$ cat src/rtl/gpu_regfile_pkg.sv
// Shared types and default sizing for the GPU shader register file.
// Collision behaviour is selected by GPU_REGFILE_BYPASS_EN (see gpu_regfile_rd_port).
package gpu_regfile_pkg;

    typedef enum logic [0:0] {
        CLEAR = 1'b0,
        IDLE  = 1'b1
    } rf_state_t;

    localparam int RF_DATA_W = 32;
    localparam int RF_DEPTH  = 16;
    localparam int RF_NUM_RD = 2;

endpackage

$ cat src/rtl/gpu_regfile_rd_port.sv
// One registered read port: range check, optional write-first bypass, data/valid registers.
// GPU_REGFILE_BYPASS_EN defined selects write-first; undefined selects read-first.
module gpu_regfile_rd_port
    import gpu_regfile_pkg::*;
#(
    parameter int DATA_W = RF_DATA_W,
    parameter int DEPTH  = RF_DEPTH,
    parameter int ADDR_W = $clog2(RF_DEPTH)
) (
    input  logic                           clk,
    input  logic                           rst_n,
    input  logic                           busy_i,
    input  logic                           rd_en_i,
    input  logic [ADDR_W-1:0]              rd_addr_i,
    input  logic [DEPTH-1:0][DATA_W-1:0]   mem_i,
    input  logic                           wr_commit_i,
    input  logic [ADDR_W-1:0]              wr_addr_i,
    input  logic [DATA_W-1:0]              wr_data_i,
    output logic [DATA_W-1:0]              rd_data_o,
    output logic                           rd_valid_o
);

`ifdef GPU_REGFILE_BYPASS_EN
    localparam logic BYPASS_EN = 1'b1;
`else
    localparam logic BYPASS_EN = 1'b0;
`endif

    logic [DATA_W-1:0] rd_data_q, rd_data_d;
    logic              rd_valid_q, rd_valid_d;
    logic              in_range_s;
    logic              bypass_s;

    assign in_range_s = ({1'b0, rd_addr_i} < (ADDR_W+1)'(DEPTH));
    assign bypass_s   = BYPASS_EN && wr_commit_i && (wr_addr_i == rd_addr_i);

    // Next-state for the read data/valid registers; out-of-range reads return zero.
    always_comb begin
        rd_data_d  = rd_data_q;
        rd_valid_d = 1'b0;
        if (rd_en_i && !busy_i) begin
            rd_valid_d = 1'b1;
            if (!in_range_s) begin
                rd_data_d = {DATA_W{1'b0}};
            end else if (bypass_s) begin
                rd_data_d = wr_data_i;
            end else begin
                rd_data_d = mem_i[rd_addr_i];
            end
        end else begin
            rd_valid_d = 1'b0;
            rd_data_d  = rd_data_q;
        end
    end

    // Read output registers.
    always_ff @(posedge clk or negedge rst_n) begin
        if (!rst_n) begin
            rd_data_q  <= {DATA_W{1'b0}};
            rd_valid_q <= 1'b0;
        end else begin
            rd_data_q  <= rd_data_d;
            rd_valid_q <= rd_valid_d;
        end
    end

    assign rd_data_o  = rd_data_q;
    assign rd_valid_o = rd_valid_q;

endmodule

$ cat src/rtl/gpu_regfile.sv
// Multi-read-port register file with hardware clear sequencer (after reset or init_req).
// Same-address write/read collision result is set by GPU_REGFILE_BYPASS_EN.
module gpu_regfile
    import gpu_regfile_pkg::*;
#(
    parameter int DATA_W = RF_DATA_W,
    parameter int DEPTH  = RF_DEPTH,
    parameter int NUM_RD = RF_NUM_RD,
    parameter int ADDR_W = $clog2(DEPTH)
) (
    input  logic                     clk,
    input  logic                     rst_n,
    input  logic                     wr_en,
    input  logic [ADDR_W-1:0]        wr_addr,
    input  logic [DATA_W-1:0]        wr_data,
    input  logic [NUM_RD-1:0]        rd_en,
    input  logic [NUM_RD*ADDR_W-1:0] rd_addr,
    output logic [NUM_RD*DATA_W-1:0] rd_data,
    output logic [NUM_RD-1:0]        rd_valid,
    input  logic                     init_req,
    output logic                     busy
);

    localparam logic [ADDR_W-1:0] LAST_PTR = ADDR_W'(DEPTH - 1);

    rf_state_t                  state_q, state_d;
    logic [ADDR_W-1:0]          ptr_q, ptr_d;
    logic                       clr_we_s;
    logic                       wr_commit_s;
    logic [DEPTH-1:0][DATA_W-1:0] mem_q;

    assign busy        = (state_q == CLEAR);
    assign wr_commit_s = wr_en && (state_q == IDLE) &&
                         ({1'b0, wr_addr} < (ADDR_W+1)'(DEPTH));

    // Clear sequencer next-state: walk every entry once, then serve accesses.
    always_comb begin
        state_d  = state_q;
        ptr_d    = ptr_q;
        clr_we_s = 1'b0;
        case (state_q)
            CLEAR: begin
                clr_we_s = 1'b1;
                if (ptr_q == LAST_PTR) begin
                    state_d = IDLE;
                    ptr_d   = {ADDR_W{1'b0}};
                end else begin
                    ptr_d = ptr_q + ADDR_W'(1);
                end
            end
            IDLE: begin
                if (init_req) begin
                    state_d = CLEAR;
                    ptr_d   = {ADDR_W{1'b0}};
                end else begin
                    state_d = IDLE;
                end
            end
            default: begin
                state_d = CLEAR;
                ptr_d   = {ADDR_W{1'b0}};
            end
        endcase
    end

    // Sequencer state register.
    always_ff @(posedge clk or negedge rst_n) begin
        if (!rst_n) begin
            state_q <= CLEAR;
            ptr_q   <= {ADDR_W{1'b0}};
        end else begin
            state_q <= state_d;
            ptr_q   <= ptr_d;
        end
    end

    // Storage: contents are re-zeroed by the sequencer, so no reset is needed here.
    always_ff @(posedge clk) begin
        if (clr_we_s) begin
            mem_q[ptr_q] <= {DATA_W{1'b0}};
        end else if (wr_commit_s) begin
            mem_q[wr_addr] <= wr_data;
        end
    end

    for (genvar p = 0; p < NUM_RD; p++) begin : g_rd
        gpu_regfile_rd_port #(
            .DATA_W (DATA_W),
            .DEPTH  (DEPTH),
            .ADDR_W (ADDR_W)
        ) u_rd_port (
            .clk         (clk),
            .rst_n       (rst_n),
            .busy_i      (busy),
            .rd_en_i     (rd_en[p]),
            .rd_addr_i   (rd_addr[p*ADDR_W +: ADDR_W]),
            .mem_i       (mem_q),
            .wr_commit_i (wr_commit_s),
            .wr_addr_i   (wr_addr),
            .wr_data_i   (wr_data),
            .rd_data_o   (rd_data[p*DATA_W +: DATA_W]),
            .rd_valid_o  (rd_valid[p])
        );
    end

endmodule

$ cat config.mk
export PLATFORM = sky130hd
export DESIGN_NAME = gpu_regfile
export DESIGN_NICKNAME = d
export VERILOG_FILES = /design/src/rtl/gpu_regfile_pkg.sv /design/src/rtl/gpu_regfile_rd_port.sv /design/src/rtl/gpu_regfile.sv
export SDC_FILE = /design/constraint.sdc
export NUM_CORES = 1
export LEC_CHECK = 0
export BUFFER_PORTS_ARGS = -buffer_cell sky130_fd_sc_hd__clkbuf_2
export CORE_ASPECT_RATIO = 1.5
export CORE_MARGIN = 2
export CORE_UTILIZATION = 46
export DETAILED_ROUTE_END_ITERATION = 10
export HOLD_SLACK_MARGIN = 0.06
export PLACE_DENSITY = 0.66
export SLEW_MARGIN = 20
export SYNTH_ARGS = -nofsm -noshare
export SYNTH_HDL_FRONTEND = slang
export SYNTH_SLANG_ARGS = --single-unit
$ cat constraint.sdc
create_clock -name clk -period 3.13 [get_ports clk]
set_input_delay 0 -clock clk [delete_from_list [all_inputs] [get_ports clk]]
set_output_delay 0 -clock clk [all_outputs]
set_load 0.1 [all_outputs]
==> out/qor.yml <==
die_area_um2: 71730
core_um2: 68950
cp_max_fo: 32
min_path_cells: 5
min_path_type: "in -> reg"
firstDrtPassIters: 6
antenna_found_initial: 2
track_usage_pct: 34.61
multi_input_area_um2: 14080
min_period_ns: 2.532
cp.arrival_ns: 3.09
viasPerCell: 7.086
seq_area_um2: 17160
r2r_end: "g_rd[1].u_rd_port.rd_data_o[24]"
syn_area_um2: 32000
rr_startpoint: "state_q"
synth_ff_type: "edfxtp_1"
yosys.area.top_type_share_pct: 48.05
cts_tree: "done"
drv_slew: 0
fill_cells: 5883
clk_path_buf_depth: 3
finalSetupTns_ns: 0
clkLatencyLatePin_ns: 0.65
cts_resized: 0
overflow: 0
clock.fmax_mhz: 394.9
dpl.hpwl_mm: 73.45
ff2ff_path_depth: 6
critPathKind: "reg -> reg"
syn_inst: 2759
whs_ns: 0.07400
tightestPinTransition_ns: 1.181
ys_seq_area_share_pct: 53.60
synth.avg_cell_area_um2: 11.60
hold_viol_final: 0
fin_crit_sh_pct: 80.91
clockRootBuffer: "clkbuf_16"
layout-drive-gt1-share_pct: 12.53
hold_start: "rd_addr[5]"
setup_viol: 0
die_h_um: 327.0
ys_top_cells_by_count: "edfxtp_1 (512), mux2i_1 (512), a22o_1 (384)"
path_clk_slew_ns: 0.07
critical_path_required_ns: 3.69
port_buffers: 116
dp_cells: 3595
hold_end: "g_rd[1].u_rd_port.rd_data_o[15]"
syn_nets: 2813
start_kind: "flip-flop"
end_kind: "flip-flop"
routedWlPerCell_um: 33.61
gp_congestion: 0.9078
syn2layout_area_growth_pct: 13.57
synth-edff-count: 512
async_reset_ff_share_pct: 12.18
drtIter0Drc: 3432
irDropWorstVdd_mv: 1.178
yosys-top-cells-area: "edfxtp_1 (48%), mux2i_1 (16%), a22o_1 (11%)"
row_count: 118
r2r_setup_slack_ns: 0.60
status: "finished, final reports clean"
p_per_area_nw_per_um2: 1019
ys_types: 33
numCtsBuffers: 56
post-cts-setup-buffers: 0
finClkSkew_ns: 0.01861
yosys_warnings: 0
relSlewSlack_pct: 21.08
synth_top_area_cell: "edfxtp_1"
nets: 2850
fp.dieW_um: 219.3
postCtsHoldBufs: 41
cts-htree-levels: 2
final_cells: 3743
p_leak_nw: 15.37
ant_nets: 0
wirelength_mm: 125.8
grt_pass1_vias: 26350
grt_max_degree: 72
ys_ff_latch: 583
grt_pass1_wl_mm: 181.0
rsz0062_at_grt: "no"
numClockSinks: 583
cap_violations: 0
drc_errors: 0
initial_core_util_pct: 46.41
ios: 117
num_vias: 26520
area by class of cell:
class | instances | share of cell area (%)
diodes | 1 | 0.006886
clock buffers | 79 | 4.545
clock inverters | 25 | 0.6611
inverters | 6 | 0.06198
multi-input cells | 1895 | 38.75
flip-flops and latches | 583 | 47.21
well taps | 900 | 3.099
repair buffers | 254 | 5.667
where the power goes:
| part | switching (mW) | internal, mW |
|---|---|---|
| Sequential | 2.71 | 13.0 |
| Clock | 3.23 | 4.01 |
| Combinational | 9.79 | 4.29 |
| Total | 15.7 | 21.3 |
placed cells by master, fill, tap and decap left out, types with 8 or more instances in the layout:
cell	n
a21oi_1	19
a22o_1	384
a22oi_1	192
mux2i_1	512
o21ai_0	97
nand3_1	150
buf_12	23
clkbuf_1	10
dfrtp_1	70
buf_4	72
clkbuf_8	10
clkinv_2	14
and2_1	32
a21oi_4	12
nand4_1	47
o21ai_1	34
dlygate4sd3_1	42
clkbuf_16	59
edfxtp_1	512
nand2_2	8
clkbuf_2	113
nand2_1	356
stage by stage:
stage                     cell area [µm²]  power [mW]  util, %  setup WS, ns
after floorplan                     32000       24.39        -        0.4312
after global placement              33980       28.85    49.29        0.8839
after detailed placement            34000       29.41    49.31        0.8400
after CTS                           36300       36.67    52.65        0.7506
after global routing                36340       38.34    52.70        0.5679
final                               36340       37.02    52.70        0.5976
registers in the layout, indices dropped and copies added, names as in the netlist:
register and cells:
mem_q 512, g_rd.u_rd_port.rd_data_o 64, ptr_q 4, g_rd.u_rd_port.rd_valid_o 2, state_q 1
routing by layer:
| metal | share of wire (%) | wire length (µm) | GRT usage, % |
|---|---|---|---|
| met4 | 9.9 | 12500 | 29.41 |
| met2 | 45 | 56230 | 52.59 |
| met5 | 0.0095 | 12 | 0 |
| met3 | 11 | 13810 | 7.084 |
| met1 | 34 | 43250 | 41.99 |
kinds of logic after synthesis:
logic type / Yosys count / synth area share [%]
mux: 512 / 16.02
fa+ha+maj: 4 / 0.1564
flops: 583 / 53.60
buf+inv: 281 / 3.598
compound gates: 749 / 17.76
xor+xnor: 1 / 0.02738
simple gates: 629 / 8.837
critical path, stage by stage (launching register included):
cell and delay [ns]:
dfrtp_4 0.66, nand2_1 0.18, nor2_2 0.11, dlygate4sd3_1 0.63, buf_12 0.29, nand4_1 0.34
nand3_1 0.20
worst max-delay path by stage:
stage                    start                              end  slack (ns)  depth (start not counted)
floorplan           wr_addr[2]                       mem_q[384]        0.43                          5
global placement      ptr_q[3]                       mem_q[364]        0.88                          4
detailed placement    ptr_q[2]                       mem_q[309]        0.84                          4
CTS                    state_q  g_rd[1].u_rd_port.rd_data_o[24]        0.75                          6
global route           state_q  g_rd[1].u_rd_port.rd_data_o[10]        0.57                          6
finish                 state_q  g_rd[1].u_rd_port.rd_data_o[24]        0.60                          6
(Power assumes the default switching activity.)
